[src/rtl/ex_bus_demux.sv]
// Purpose: drives the MSX cartridge bus over a shared 8-bit pin group in three phases: address low, address high, then data.
// Latency: read data appears on bus_data_out with a one-cycle valid pulse 1+3*STAGE_CYCLES cycles after the first request cycle.
// Backpressure: none. The transfer holds in DATA while req stays high, and any drop of req returns to IDLE on the next cycle.
//
// Ports:
//   clk_108m, reset                    clock; asynchronous active-high reset
//   bus_addr/bus_data_in/bus_*_n       internal Z80 bus request side
//   bus_data_out, bus_data_valid       captured read data and its one-cycle update pulse
//   ex_bus_data_o/_i/_oe/_reverse_n    external pin group and transceiver control
//   latch_demux, latch_demux_hi        address latch strobes (registered)
//   state_demux, counter_demux         debug taps for the logic analyzer
module ex_bus_demux #(
    parameter int STAGE_CYCLES = 8,
    parameter int LATCH_SETUP  = 2,
    parameter int LATCH_PULSE  = 3
) (
    input  logic        clk_108m,
    input  logic        reset,
    input  logic [15:0] bus_addr,
    input  logic [7:0]  bus_data_in,
    input  logic        bus_mreq_n,
    input  logic        bus_iorq_n,
    input  logic        bus_rd_n,
    input  logic        bus_wr_n,
    output logic [7:0]  bus_data_out,
    output logic        bus_data_valid,
    output logic [7:0]  ex_bus_data_o,
    input  logic [7:0]  ex_bus_data_i,
    output logic        ex_bus_data_oe,
    output logic        ex_bus_data_reverse_n,
    output logic        latch_demux,
    output logic        latch_demux_hi,
    output logic [1:0]  state_demux,
    output logic [4:0]  counter_demux
);

    typedef enum logic [1:0] {
        IDLE    = 2'd0,
        ADDR_LO = 2'd1,
        ADDR_HI = 2'd2,
        DATA    = 2'd3
    } state_t;

    localparam logic [4:0] LAST      = 5'(STAGE_CYCLES - 1);
    localparam logic [4:0] LAT_FIRST = 5'(LATCH_SETUP);
    localparam logic [4:0] LAT_LAST  = 5'(LATCH_SETUP + LATCH_PULSE - 1);

    state_t      state, state_nxt;
    logic [4:0]  counter, counter_nxt;
    logic        req, req_prev, start, sample;
    logic [15:0] addr_q, addr_nxt;
    logic [7:0]  wdata_q, wdata_nxt;
    logic        wr_q, wr_nxt;
    logic        sampled;

    logic [7:0]  data_o_nxt;
    logic        oe_nxt, rev_nxt, lat_nxt, lat_hi_nxt;

    // Refresh (mreq with neither rd nor wr) never forms a request.
    assign req = (!bus_mreq_n || !bus_iorq_n) && (!bus_rd_n || !bus_wr_n);

    // A transfer only starts on a rising request, so a request still held
    // when we come back to IDLE cannot retrigger.
    assign start = (state == IDLE) && req && !req_prev;

    // Read data is taken once, at the end of the DATA stage, and only if
    // the CPU is still requesting at that point.
    assign sample = (state == DATA) && !wr_q && !sampled && req && (counter == LAST);

    assign addr_nxt  = start ? bus_addr    : addr_q;
    assign wdata_nxt = start ? bus_data_in : wdata_q;
    assign wr_nxt    = start ? !bus_wr_n   : wr_q;

    always_comb begin
        state_nxt   = state;
        counter_nxt = counter;
        case (state)
            IDLE: begin
                counter_nxt = 5'd0;
                if (start) state_nxt = ADDR_LO;
            end
            ADDR_LO: begin
                if (!req) begin
                    state_nxt   = IDLE;
                    counter_nxt = 5'd0;
                end else if (counter == LAST) begin
                    state_nxt   = ADDR_HI;
                    counter_nxt = 5'd0;
                end else begin
                    counter_nxt = counter + 5'd1;
                end
            end
            ADDR_HI: begin
                if (!req) begin
                    state_nxt   = IDLE;
                    counter_nxt = 5'd0;
                end else if (counter == LAST) begin
                    state_nxt   = DATA;
                    counter_nxt = 5'd0;
                end else begin
                    counter_nxt = counter + 5'd1;
                end
            end
            DATA: begin
                if (!req) begin
                    state_nxt   = IDLE;
                    counter_nxt = 5'd0;
                end else if (counter != LAST) begin
                    counter_nxt = counter + 5'd1;
                end
            end
            default: begin
                state_nxt   = IDLE;
                counter_nxt = 5'd0;
            end
        endcase
    end

    // Pin-side outputs are decoded from the next state/counter and then
    // registered, so they line up with state_demux/counter_demux and the
    // strobes leave the flops glitch-free.
    always_comb begin
        data_o_nxt = 8'h00;
        oe_nxt     = 1'b0;
        rev_nxt    = 1'b1;
        lat_nxt    = 1'b0;
        lat_hi_nxt = 1'b0;
        case (state_nxt)
            ADDR_LO: begin
                data_o_nxt = addr_nxt[7:0];
                oe_nxt     = 1'b1;
                lat_nxt    = (counter_nxt >= LAT_FIRST) && (counter_nxt <= LAT_LAST);
            end
            ADDR_HI: begin
                data_o_nxt = addr_nxt[15:8];
                oe_nxt     = 1'b1;
                lat_hi_nxt = (counter_nxt >= LAT_FIRST) && (counter_nxt <= LAT_LAST);
            end
            DATA: begin
                if (wr_nxt) begin
                    data_o_nxt = wdata_nxt;
                    oe_nxt     = 1'b1;
                end else begin
                    rev_nxt    = 1'b0;
                end
            end
            default: begin
                data_o_nxt = 8'h00;
            end
        endcase
    end

    always_ff @(posedge clk_108m or posedge reset) begin
        if (reset) begin
            state                 <= IDLE;
            counter               <= 5'd0;
            req_prev              <= 1'b0;
            addr_q                <= 16'h0000;
            wdata_q               <= 8'h00;
            wr_q                  <= 1'b0;
            sampled               <= 1'b0;
            bus_data_out          <= 8'h00;
            bus_data_valid        <= 1'b0;
            ex_bus_data_o         <= 8'h00;
            ex_bus_data_oe        <= 1'b0;
            ex_bus_data_reverse_n <= 1'b1;
            latch_demux           <= 1'b0;
            latch_demux_hi        <= 1'b0;
        end else begin
            state                 <= state_nxt;
            counter               <= counter_nxt;
            req_prev              <= req;
            addr_q                <= addr_nxt;
            wdata_q               <= wdata_nxt;
            wr_q                  <= wr_nxt;
            bus_data_valid        <= sample;
            ex_bus_data_o         <= data_o_nxt;
            ex_bus_data_oe        <= oe_nxt;
            ex_bus_data_reverse_n <= rev_nxt;
            latch_demux           <= lat_nxt;
            latch_demux_hi        <= lat_hi_nxt;
            if (start) begin
                sampled <= 1'b0;
            end else if (sample) begin
                sampled <= 1'b1;
            end
            if (sample) begin
                bus_data_out <= ex_bus_data_i;
            end
        end
    end

    assign state_demux   = state;
    assign counter_demux = counter;

endmodule

[config.mk]
export PLATFORM = sky130hd
export DESIGN_NAME = ex_bus_demux
export DESIGN_NICKNAME = d
export VERILOG_FILES = /design/src/rtl/ex_bus_demux.sv
export SDC_FILE = /design/constraint.sdc
export NUM_CORES = 1
export LEC_CHECK = 0
export ABC_AREA = 1
export CAP_MARGIN = 20
export CORE_UTILIZATION = 30
export CTS_BUF_LIST = sky130_fd_sc_hd__clkbuf_4 sky130_fd_sc_hd__clkbuf_8
export DETAILED_ROUTE_END_ITERATION = 10
export PLACE_DENSITY = 0.6
export SYNTH_ARGS = -nofsm -noshare
export SYNTH_HDL_FRONTEND = slang
export SYNTH_SLANG_ARGS = --single-unit
[constraint.sdc]
create_clock -name clk_108m -period 2.2 [get_ports clk_108m]
set_input_delay 0.55 -clock clk_108m [delete_from_list [all_inputs] [get_ports clk_108m]]
set_output_delay 0.55 -clock clk_108m [all_outputs]
set_load 0.01 [all_outputs]
==> results.ini <==
[yosys]
avgSynthCellArea_um2 = 8.650
synth_top_area_share = 0.4677
synthSimpleGateAreaFrac = 0.3265
async_flop_share = 1.000
synth_mux_area_frac = 0
synth_nets = 384
synth-compound-area-share = 0.03595
yosysWarnings = 0
synth-seq-cells = 55
syn_area_um2 = 2889
synth_fa_ha_area_frac = 0.05197
ys_seq_area_frac = 0.4768
synth_top_flop_cell = dfrtp_1
yosysTopAreaCell = dfrtp_1
synth_top_family_by_area = simple AND/OR/NAND/NOR gates
synth_edf_count = 0
syn_inst = 334
synth_xor_area_frac = 0
ys_top_cells_by_area = dfrtp_1 47%, nand2_1 9.9%, inv_1 7.0%, ha_1 5.2%, nor2_1 4.8%
ys_types = 33

[global_routing]
antenna_found_initial = 0
grt_max_degree = 56
first_global_vias = 2407
busiest_layer = met2
met2_usage = 0.2360
met1_usage = 0.1774
use_met3 = 0.02994
track_usage = 0.1380
grt_pass1_wl_um = 10930
overflow = 0

[clock_network]
cts_hold_buf = 0
cts_sinks = 55
clk_latency_ps = 320
clockBufferDepth = 2
numCtsBuffers = 5
cts-root-buf = clkbuf_8
h-tree-depth = 2
cts_tree = built
clkTransAtPathRegs_ps = 110

[floorplan]
rows = 35
die_h_um = 100.1
die_w_um = 100.1
coreArea_um2 = 9284
start_util = 0.3112
die_area_um2 = 10030
ios = 66

[critical_path]
slowest_delay_ps = 460
criticalPathCategory = register to register
crit_top_cell = nor2_1
crit_chain = inv_2, ha_1, nor2_2, buf_4, o21ai_2, a32oi_4, buf_6, ha_4, buf_12, nand3_1, nand2_1, nor2_1, nor2_1
end_kind = register
cp.arrival_ps = 2260
slowest_stage = dfrtp_2
worstPathMaxFanout = 9
setup.worst_path.start_class = register
crit_required_ps = 2420

[timing]
skew_ps = 11.69
hold_viol_final = 0
slew_violations = 0
setup_viol = 0
slew_headroom = 0.7747
tightest_slew_ps = 337.9
fin_crit_sh = 0.9268
period_minus_slack_ps = 2039
fmax_mhz = 490.4

[status]
status = completed

[drt]
post_drt_wl_per_cell_um = 11.71
drc = 0
drtIter0Drc = 49
ant_nets = 0
wl_um = 6453
dr.pass1.iters = 4
via_count = 2329
routed_via_density = 4.227

[placed_design]
dp_hpwl_um = 4628
place_congestion = 0.8150
port_buffers = 65

[final_layout]
n_antenna_cell = 0
final_util = 0.4298
nets = 471
area_growth_pct = 38.11
fillCellCount = 958
drive_gt1_frac = 0.1872

[run]
maxCapViolations = 0

[power]
irDropWorstVdd_v = 0.0004000
finalPower_w = 0.003549
power_leakage_nw = 1.948
powerDensity_nw_per_um2 = 889.5

[min_path]
hold_path.class = register to register

-- worst max-delay path, delay by kind of cell, from the launching register on --
kind / cells / cell delay (ps)
flops: 1 / 460
compound gates: 2 / 280
simple gates: 5 / 350
buf+inv: 4 / 500
fa+ha+maj: 2 / 360
-- final timing paths --
kind	cells past startpoint	to	slack [ps]	startpoint
worst max register to register	13	ex_bus_data_o[3]$_DFF_PP0_	160	state_demux[0]$_DFF_PP0_
min in group asynchronous	3	bus_data_valid$_DFF_PP0_	590	reset
max in group asynchronous	3	ex_bus_data_reverse_n$_DFF_PP1_	1310	reset
worst min register to register	2	bus_data_out[5]$_DFFE_PP0P_	480	bus_data_out[5]$_DFFE_PP0P_
worst min-delay path	2	bus_data_out[5]$_DFFE_PP0P_	480	bus_data_out[5]$_DFFE_PP0P_
worst max-delay path	13	ex_bus_data_o[3]$_DFF_PP0_	160	state_demux[0]$_DFF_PP0_
-- area by class of cell --
type                       count  area [um^2]  share of cell area
clock buffer                   5        68.82             0.01725
multi-input combinational    213         1260              0.3158
sequential                    55         1380              0.3459
inverter                      57        220.2             0.05519
clock inverter                 3        27.53            0.006899
timing repair buffer          89        872.1              0.2186
tap                          129        161.4             0.04045
-- timing repair --
item | CTS | global route
setup buffers | 0 | 4
gates resized for setup | 2 | 16
hold endpoints to repair | 0 | 0
endpoints found under the setup margin | 8 | 9
pin swaps | 0 | 4
-- metal layers --
layer,part of all wire,wire [um],vias to the layer above
met5,0,0,-
met1,0.47,3040,1073
met2,0.47,3065,59
met4,0.0079,51,0
li1,-,-,1189
met3,0.046,296,8
-- flip-flops by register name (all words and copies together) (netlist names) --
signal                 flops
addr_q                    16
bus_data_valid             1
counter_demux              5
req_prev                   1
ex_bus_data_reverse_n      1
ex_bus_data_oe             1
wr_q                       1
wdata_q                    8
bus_data_out               8
ex_bus_data_o              8
state_demux                2
latch_demux                1
latch_demux_hi             1
sampled                    1
-- power breakdown --
group          leakage (nW)  switching [W]  internal [W]
registers             0.666      0.0000996       0.00131
clock network        0.0463       0.000377      0.000235
logic                  1.24       0.000795      0.000734
total                  1.95        0.00127       0.00228
-- synth_stat cells, types with 2 or more instances --
| library cell | number |
|---|---|
| nand3_1 | 25 |
| dfrtp_1 | 54 |
| inv_1 | 54 |
| a21oi_1 | 2 |
| buf_4 | 2 |
| buf_6 | 3 |
| ha_1 | 12 |
| and2_1 | 16 |
| nand3b_1 | 8 |
| clkbuf_2 | 2 |
| nand4_1 | 2 |
| nand2_2 | 3 |
| nor2_1 | 37 |
| nand2_4 | 3 |
| nand2_1 | 76 |
| o21ai_1 | 8 |
| o21ai_0 | 4 |
| inv_4 | 2 |
| nand3b_2 | 7 |
-- layout by cell type, fill, tap and decap left out, types with 2 or more instances in the layout --
cell type / Yosys / routed
ha_1: 12 / 5
nand3_1: 25 / 25
buf_12: 1 / 3
nand2_4: 3 / 3
clkbuf_8: 0 / 5
inv_2: 0 / 10
nand3b_2: 7 / 7
buf_4: 2 / 20
clkdlybuf4s50_1: 0 / 65
dfrtp_1: 54 / 52
and2_1: 16 / 16
o21ai_2: 1 / 2
nor2_1: 37 / 36
inv_1: 54 / 44
nand2_1: 76 / 76
inv_4: 2 / 2
o21ai_0: 4 / 2
ha_4: 0 / 2
a21oi_1: 2 / 2
nor2_2: 1 / 2
nand3b_1: 8 / 8
nand2_2: 3 / 3
nand4_1: 2 / 2
dfrtp_2: 0 / 2
o21ai_1: 8 / 9
ha_2: 0 / 5
-- per-stage QoR --
step | hold WS [ps] | area (um^2) | setup TNS [ps] | worst slack [ps] | std cells
detailed placement | 460.3 | 3806 | -2113 | -249.4 | 539
global route | 509.7 | 3990 | -4.456 | -4.456 | 551
floorplan | 499.0 | 2925 | 0 | 0.9239 | 334
CTS | 485.1 | 3905 | 0 | 29.52 | 547
finish | 481.4 | 3990 | 0 | 161.0 | 551
global placement | 453.9 | 3806 | -1579 | -212.9 | 539
-- cells by family after synthesis --
kind of cell / after synthesis
and+or+nand+nor: 183
buffers and inverters: 66
DFF: 55
AOI/OAI and AO/OA: 18
adders and majority gates: 12
(Power assumes the default switching activity.)
